<file path="config.mk">
export PLATFORM = sky130hd
export DESIGN_NAME = single_pulse_dac_gen
export DESIGN_NICKNAME = d
export VERILOG_FILES = /design/src/rtl/spg_pkg.sv /design/src/rtl/spg_level_calc.sv /design/src/rtl/single_pulse_dac_gen.sv
export SDC_FILE = /design/constraint.sdc
export NUM_CORES = 1
export LEC_CHECK = 0
export BUFFER_PORTS_ARGS = -buffer_cell sky130_fd_sc_hd__buf_2
export CAP_MARGIN = 20
export CORE_MARGIN = 8
export CORE_UTILIZATION = 60
export DETAILED_ROUTE_END_ITERATION = 10
export HOLD_SLACK_MARGIN = 0.03
export PLACE_DENSITY = 0.82
export REMOVE_ABC_BUFFERS = 1
export SETUP_SLACK_MARGIN = 0.15
export SLEW_MARGIN = 15
export SYNTH_ARGS = -nofsm -noshare
export SYNTH_HDL_FRONTEND = slang
export SYNTH_HIERARCHICAL = 1
export SYNTH_SLANG_ARGS = --single-unit
</file>
<file path="constraint.sdc">
create_clock -name adc_clk -period 3.81 [get_ports adc_clk]
set_input_delay 0.381 -clock adc_clk [delete_from_list [all_inputs] [get_ports adc_clk]]
set_output_delay 0.381 -clock adc_clk [all_outputs]
set_load 0.03 [all_outputs]
</file>
<file path="src/rtl/spg_pkg.sv">
// Shared types, default widths and saturating sample arithmetic for the test-pulse DAC source.
// The sample datapath is sized by DW_DEF; the top-level DW parameter must match it.
package spg_pkg;

  localparam int DW_DEF = 14;
  localparam int CW_DEF = 32;
  localparam int NW_DEF = 16;

  typedef enum logic [1:0] {
    IDLE,
    HIGH,
    GAP,
    RISE
  } spg_state_t;

  typedef logic [DW_DEF-1:0] sample_t;

  function automatic sample_t sat_add(input sample_t a, input sample_t b);
    logic [DW_DEF:0] sum;
    sum = {1'b0, a} + {1'b0, b};
    return sum[DW_DEF] ? '1 : sum[DW_DEF-1:0];
  endfunction

  function automatic sample_t sat_sub(input sample_t a, input sample_t b);
    return (b > a) ? '0 : (a - b);
  endfunction

endpackage

</file>
<file path="src/rtl/spg_level_calc.sv">
// Combinational pulse level: baseline moved by amplitude in the polarity direction,
// clamped to the DAC code range.
module spg_level_calc
  import spg_pkg::*;
(
  input  sample_t base,
  input  sample_t amp,
  input  logic    pol,
  output sample_t level
);

  assign level = pol ? sat_add(base, amp) : sat_sub(base, amp);

endmodule

</file>
<file path="src/rtl/single_pulse_dac_gen.sv">
// Programmable rectangular test-pulse source for the DAC path on adc_clk.
// Optional rising-edge ramp is enabled by defining SPG_RISE_RAMP_EN.
module single_pulse_dac_gen
  import spg_pkg::*;
#(
  parameter int DW = DW_DEF,
  parameter int CW = CW_DEF,
  parameter int NW = NW_DEF
) (
  input  logic          adc_clk,
  input  logic          adc_rst,
  input  logic          enable,
  input  logic          start,
  input  logic [DW-1:0] baseline,
  input  logic [DW-1:0] amplitude,
  input  logic          polarity,
  input  logic [CW-1:0] pulse_width,
  input  logic [CW-1:0] period,
  input  logic [NW-1:0] pulse_count,
`ifdef SPG_RISE_RAMP_EN
  input  logic [DW-1:0] rise_step,
`endif
  output logic [DW-1:0] dac_dat,
  output logic          pulse_active,
  output logic          sync_out,
  output logic          busy,
  output logic          done
);

  spg_state_t    state_q, state_d;
  spg_state_t    entry_live, entry_lat;
  logic [DW-1:0] level_c, level_q, base_q;
  logic [CW-1:0] width_q, gap_q, cnt_q, gap_c;
  logic [NW-1:0] count_q, pulses_q;
  logic          finish_q, finish_d;
  logic          start_ok, pulse_q, pulse_d;
  logic [DW-1:0] dac_c;
  logic          active_c, sync_c, busy_c, done_c;

  spg_level_calc u_level (
    .base (baseline),
    .amp  (amplitude),
    .pol  (polarity),
    .level(level_c)
  );

  assign gap_c    = (period > pulse_width) ? (period - pulse_width) : CW'(1);
  assign start_ok = start && enable && (pulse_width != '0);
  assign pulse_q  = (state_q == HIGH) || (state_q == RISE);
  assign pulse_d  = (state_d == HIGH) || (state_d == RISE);

`ifdef SPG_RISE_RAMP_EN
  logic [DW-1:0] step_q, ramp_q, ramp_raw, ramp_step;
  logic          pol_q;

  // Each ramp step reuses the saturating level math, then clamps so it lands exactly on L.
  spg_level_calc u_ramp (
    .base (ramp_q),
    .amp  (step_q),
    .pol  (pol_q),
    .level(ramp_raw)
  );

  assign ramp_step  = pol_q ? ((ramp_raw > level_q) ? level_q : ramp_raw)
                            : ((ramp_raw < level_q) ? level_q : ramp_raw);
  assign entry_live = (rise_step != '0) ? RISE : HIGH;
  assign entry_lat  = (step_q != '0) ? RISE : HIGH;

  always_ff @(posedge adc_clk) begin
    if (adc_rst) begin
      step_q <= '0;
      ramp_q <= '0;
      pol_q  <= 1'b0;
    end else if (state_q == IDLE && state_d != IDLE) begin
      step_q <= rise_step;
      ramp_q <= baseline;
      pol_q  <= polarity;
    end else if (state_q == GAP && pulse_d) begin
      ramp_q <= base_q;
    end else if (state_q == RISE) begin
      ramp_q <= ramp_step;
    end
  end
`else
  assign entry_live = HIGH;
  assign entry_lat  = HIGH;
`endif

  always_ff @(posedge adc_clk) begin
    if (adc_rst) begin
      state_q  <= IDLE;
      finish_q <= 1'b0;
      cnt_q    <= '0;
      pulses_q <= '0;
      level_q  <= '0;
      base_q   <= '0;
      width_q  <= '0;
      gap_q    <= '0;
      count_q  <= '0;
    end else begin
      state_q  <= state_d;
      finish_q <= finish_d;
      // cnt_q counts cycles within the current pulse (RISE+HIGH together) or gap.
      if (state_d == IDLE) cnt_q <= '0;
      else if (pulse_d != pulse_q) cnt_q <= CW'(1);
      else cnt_q <= cnt_q + CW'(1);
      if (state_q == IDLE && state_d != IDLE) begin
        level_q  <= level_c;
        base_q   <= baseline;
        width_q  <= pulse_width;
        gap_q    <= gap_c;
        count_q  <= pulse_count;
        pulses_q <= NW'(1);
      end else if (state_q == GAP && pulse_d && pulses_q != '1) begin
        pulses_q <= pulses_q + NW'(1);
      end
    end
  end

  always_comb begin
    state_d  = state_q;
    finish_d = 1'b0;
    if (!enable) begin
      state_d = IDLE;
    end else begin
      case (state_q)
        IDLE: if (start_ok) state_d = entry_live;
        HIGH: if (cnt_q == width_q) state_d = GAP;
`ifdef SPG_RISE_RAMP_EN
        RISE: begin
          if (cnt_q == width_q) state_d = GAP;
          else if (ramp_step == level_q) state_d = HIGH;
        end
`endif
        GAP: begin
          if (cnt_q == gap_q) begin
            if (count_q != '0 && pulses_q == count_q) begin
              state_d  = IDLE;
              finish_d = 1'b1;
            end else begin
              state_d = entry_lat;
            end
          end
        end
        default: state_d = IDLE;
      endcase
    end
  end

  // Outputs are decoded from the current state and registered, so they trail the state by one cycle.
  always_comb begin
    dac_c    = baseline;
    active_c = 1'b0;
    sync_c   = 1'b0;
    busy_c   = 1'b0;
    done_c   = 1'b0;
    if (enable) begin
      case (state_q)
        IDLE: done_c = finish_q;
        HIGH: begin
          dac_c    = level_q;
          active_c = 1'b1;
          sync_c   = (cnt_q == CW'(1));
          busy_c   = 1'b1;
        end
`ifdef SPG_RISE_RAMP_EN
        RISE: begin
          dac_c    = ramp_step;
          active_c = 1'b1;
          sync_c   = (cnt_q == CW'(1));
          busy_c   = 1'b1;
        end
`endif
        GAP: begin
          dac_c  = base_q;
          busy_c = 1'b1;
        end
        default: dac_c = baseline;
      endcase
    end
  end

  always_ff @(posedge adc_clk) begin
    if (adc_rst) begin
      dac_dat      <= '0;
      pulse_active <= 1'b0;
      sync_out     <= 1'b0;
      busy         <= 1'b0;
      done         <= 1'b0;
    end else begin
      dac_dat      <= dac_c;
      pulse_active <= active_c;
      sync_out     <= sync_c;
      busy         <= busy_c;
      done         <= done_c;
    end
  end

endmodule

</file>
==> flow_summary.json <==
{
  "path_clk_slew_ns": 0.07,
  "syn_avg_cell_area_um2": 8.50,
  "grt_pass1_vias": 9575,
  "hold_viol": 0,
  "clkLatencyLatePin_ns": 0.43,
  "r2r_slack_ns": 0.64,
  "overflow": 0,
  "period_needed_ns": 3.17,
  "drcViolationCount": 0,
  "hold_class": "in -> reg",
  "syn_to_final_growth_pct": 11.6,
  "gp_congestion": 0.931,
  "fin_util_pct": 67.6,
  "p_leak_nw": 5.35,
  "netlist_instances": 1323,
  "powerDensity_nw_per_um2": 382,
  "io_pins": 131,
  "root_buffer": "clkbuf_16",
  "skew_ns": 0.0102,
  "synth.area.top_cells": "dfxtp_1, ha_1, mux2i_1",
  "vias": 9952,
  "antenna_found_initial": 0,
  "nets": 1593,
  "ys_ff_latch": 177,
  "cp_data_required_time_ns": 4.19,
  "num_rows": 50,
  "instances_no_fill": 1656,
  "ys_warn_count": 6,
  "drt_wl_total_um": 29500,
  "multi_input_area_um2": 7050,
  "start_util_pct": 60.6,
  "cts_tree": "done",
  "min_period_over_period_pct": 83.3,
  "fp.coreArea_um2": 18600,
  "cts_resized": 0,
  "max_slew_margin_pct": 27.3,
  "first_iter_violations": 635,
  "ir_drop_mv": 0.245,
  "fmax_mhz": 315,
  "ant_nets": 0,
  "dpl.cell_count": 1623,
  "clk_path_buf_depth": 2,
  "fp.dieH_um": 153,
  "yosysTopAreaCell": "dfxtp_1",
  "cts_setup_buffers": 0,
  "fill_cells": 1499,
  "drive_gt1_share_pct": 14.0,
  "drtPass1Iterations": 5,
  "maxSlewViolCount": 0,
  "grt_pass1_wl_um": 48200,
  "seqCellArea_um2": 3540,
  "grt_use_total_pct": 24.8,
  "dieArea_um2": 23400,
  "cap_viol_max_count": 0,
  "numClockSinks": 177,
  "end_kind": "flop",
  "num_antenna_cells": 0,
  "timing.hold.ws_ns": 0.185,
  "fin_ws_ns": 0.638,
  "rsz0062_at_grt": "no",
  "synth.top_cell.area_share_pct": 31.5,
  "synth_edf_count": 0,
  "setup_viol": 0,
  "viasPerCell": 6.01,
  "async_reset_ff_share_pct": 0,
  "cts_hold_buf": 0,
  "outcome": "complete, no violations",
  "htree_levels": 4,
  "yosys.cell_types.count": 80,
  "cp_max_fo": 35,
  "die_w_um": 153,
  "wl_per_cell_um": 17.8,
  "synth_flop_cell": "dfxtp_1",
  "worstMarginPinSlew_ns": 1.09,
  "grt_max_degree": 69,
  "setup.worst_path.start_class": "flop",
  "port-buffer-count": 130,
  "cp.arrival_ns": 3.55,
  "syn_area_um2": 11300,
  "place.detailed.hpwl_um": 22700,
  "cts_buffers": 17,
  "ys_seq_area_share_pct": 31.5,
  "dp_slack_ns": 0.444,
  "worstSetupPathType": "reg -> reg"
}
[power by group]
part           switching, mW  total (mW)  internal (mW)  leakage, nW
sequential            0.0506        1.97           1.92         1.44
combinational          0.594        1.01          0.418         3.62
clock                  0.771        1.81           1.04        0.294
[cell usage after synthesis, drive strengths merged, types with 4 or more instances]
| cell type | instances |
|---|---|
| a31o | 4 |
| dfxtp | 177 |
| and2 | 11 |
| a31oi | 7 |
| nor4 | 31 |
| xor2 | 71 |
| nand2b | 12 |
| a21o | 19 |
| and3 | 21 |
| o31ai | 5 |
| or3 | 9 |
| nor2 | 176 |
| nand2 | 45 |
| a211o | 4 |
| and4 | 4 |
| nand3 | 32 |
| a221oi | 7 |
| mux2i | 79 |
| nand4 | 33 |
| inv | 79 |
| clkbuf | 39 |
| buf | 36 |
| o21a | 9 |
| o21ai | 48 |
| a311oi | 9 |
| nor2b | 16 |
| a211oi | 25 |
| a21oi | 58 |
| nor3 | 17 |
| a22o | 28 |
| xnor2 | 78 |
| ha | 68 |
| a22oi | 14 |
| o21bai | 7 |
| o211ai | 5 |
| a21boi | 4 |
[sequential cells by signal, summed over array words and instances, names as in the netlist]
register	flops
count_q	16
state_q	2
base_q	14
busy	1
cnt_q	32
pulses_q	16
finish_q	1
pulse_active	1
width_q	32
dac_dat	14
gap_q	32
done	1
level_q	14
sync_out	1
[worst max-delay path: stages (launching register included)]
cell and delay, ns:
dfxtp_1 0.55, xor2_1 0.12, nor4_1 0.31, nand4_1 0.24, o21ai_0 0.33, a211o_1 0.22, o221ai_4 0.14, buf_12 0.21
nor2_2 0.57, buf_6 0.25, a22o_1 0.15
[cell families (layout without fill, tap and decap cells)]
group / after synthesis / in the layout / synth area share [%]
AOI/OAI and AO/OA: 274 / 274 / 17.3
xor gates and xnor gates: 149 / 149 / 11.6
adders and majority gates: 71 / 71 / 8.10
buffers and inverters: 155 / 254 / 6.04
DFF: 177 / 177 / 31.5
muxes: 80 / 80 / 7.13
and+or+nand+nor: 417 / 417 / 18.4
[worst paths after layout]
| path | from | to | depth (start not counted) |
|---|---|---|---|
| min reg2reg | finish_q$_SDFF_PP0_ | done$_SDFF_PP0_ | 1 |
| max reg2reg | cnt_q[14]$_SDFF_PP0_ | gap_q[26]$_SDFFE_PP0P_ | 10 |
| min | pulse_count[4] | count_q[4]$_SDFFE_PP0P_ | 3 |
| max | cnt_q[14]$_SDFF_PP0_ | gap_q[26]$_SDFFE_PP0P_ | 10 |
[cell usage in the layout (no fill, tap or decap), types with 21 or more instances in the layout]
cell	netlist	final
a211oi_1	25	25
a21oi_1	58	58
a22o_1	28	28
and3_1	21	21
buf_2	24	129
dfxtp_1	177	177
ha_1	68	68
inv_1	78	78
mux2i_1	79	79
nand2_1	44	44
nand3_1	32	32
nand4_1	33	33
nor2_1	175	174
nor4_1	29	29
o21ai_0	41	41
xnor2_1	78	78
xor2_1	71	71
[stage by stage]
step	TNS, ns	cell area [µm²]	total power, mW
floorplan	-550.62	10900	2.72
global placement	0	11900	2.98
detailed placement	0	11900	3.00
CTS	0	12500	4.79
global route	0	12600	4.99
finish	0	12600	4.79
[metal layers]
metal  GRT usage, %  routed length, µm  vias up  share of wire, %
met5              0                  0        -                 0
met4           9.80                835        0               2.8
met3           4.79               1930       56               6.5
met2           40.5              13500      375                46
met1           31.9              13200     4664                45
li1               -                  -     4857                 -
[layout make-up]
type | instances | area share, %
multi-input combinational | 991 | 56.1
sequential | 177 | 28.2
timing repair buffer | 143 | 6.11
clock buffer | 17 | 3.39
inverter | 79 | 2.36
tap | 234 | 2.33
clock inverter | 15 | 1.44
(Power assumes the default switching activity.)
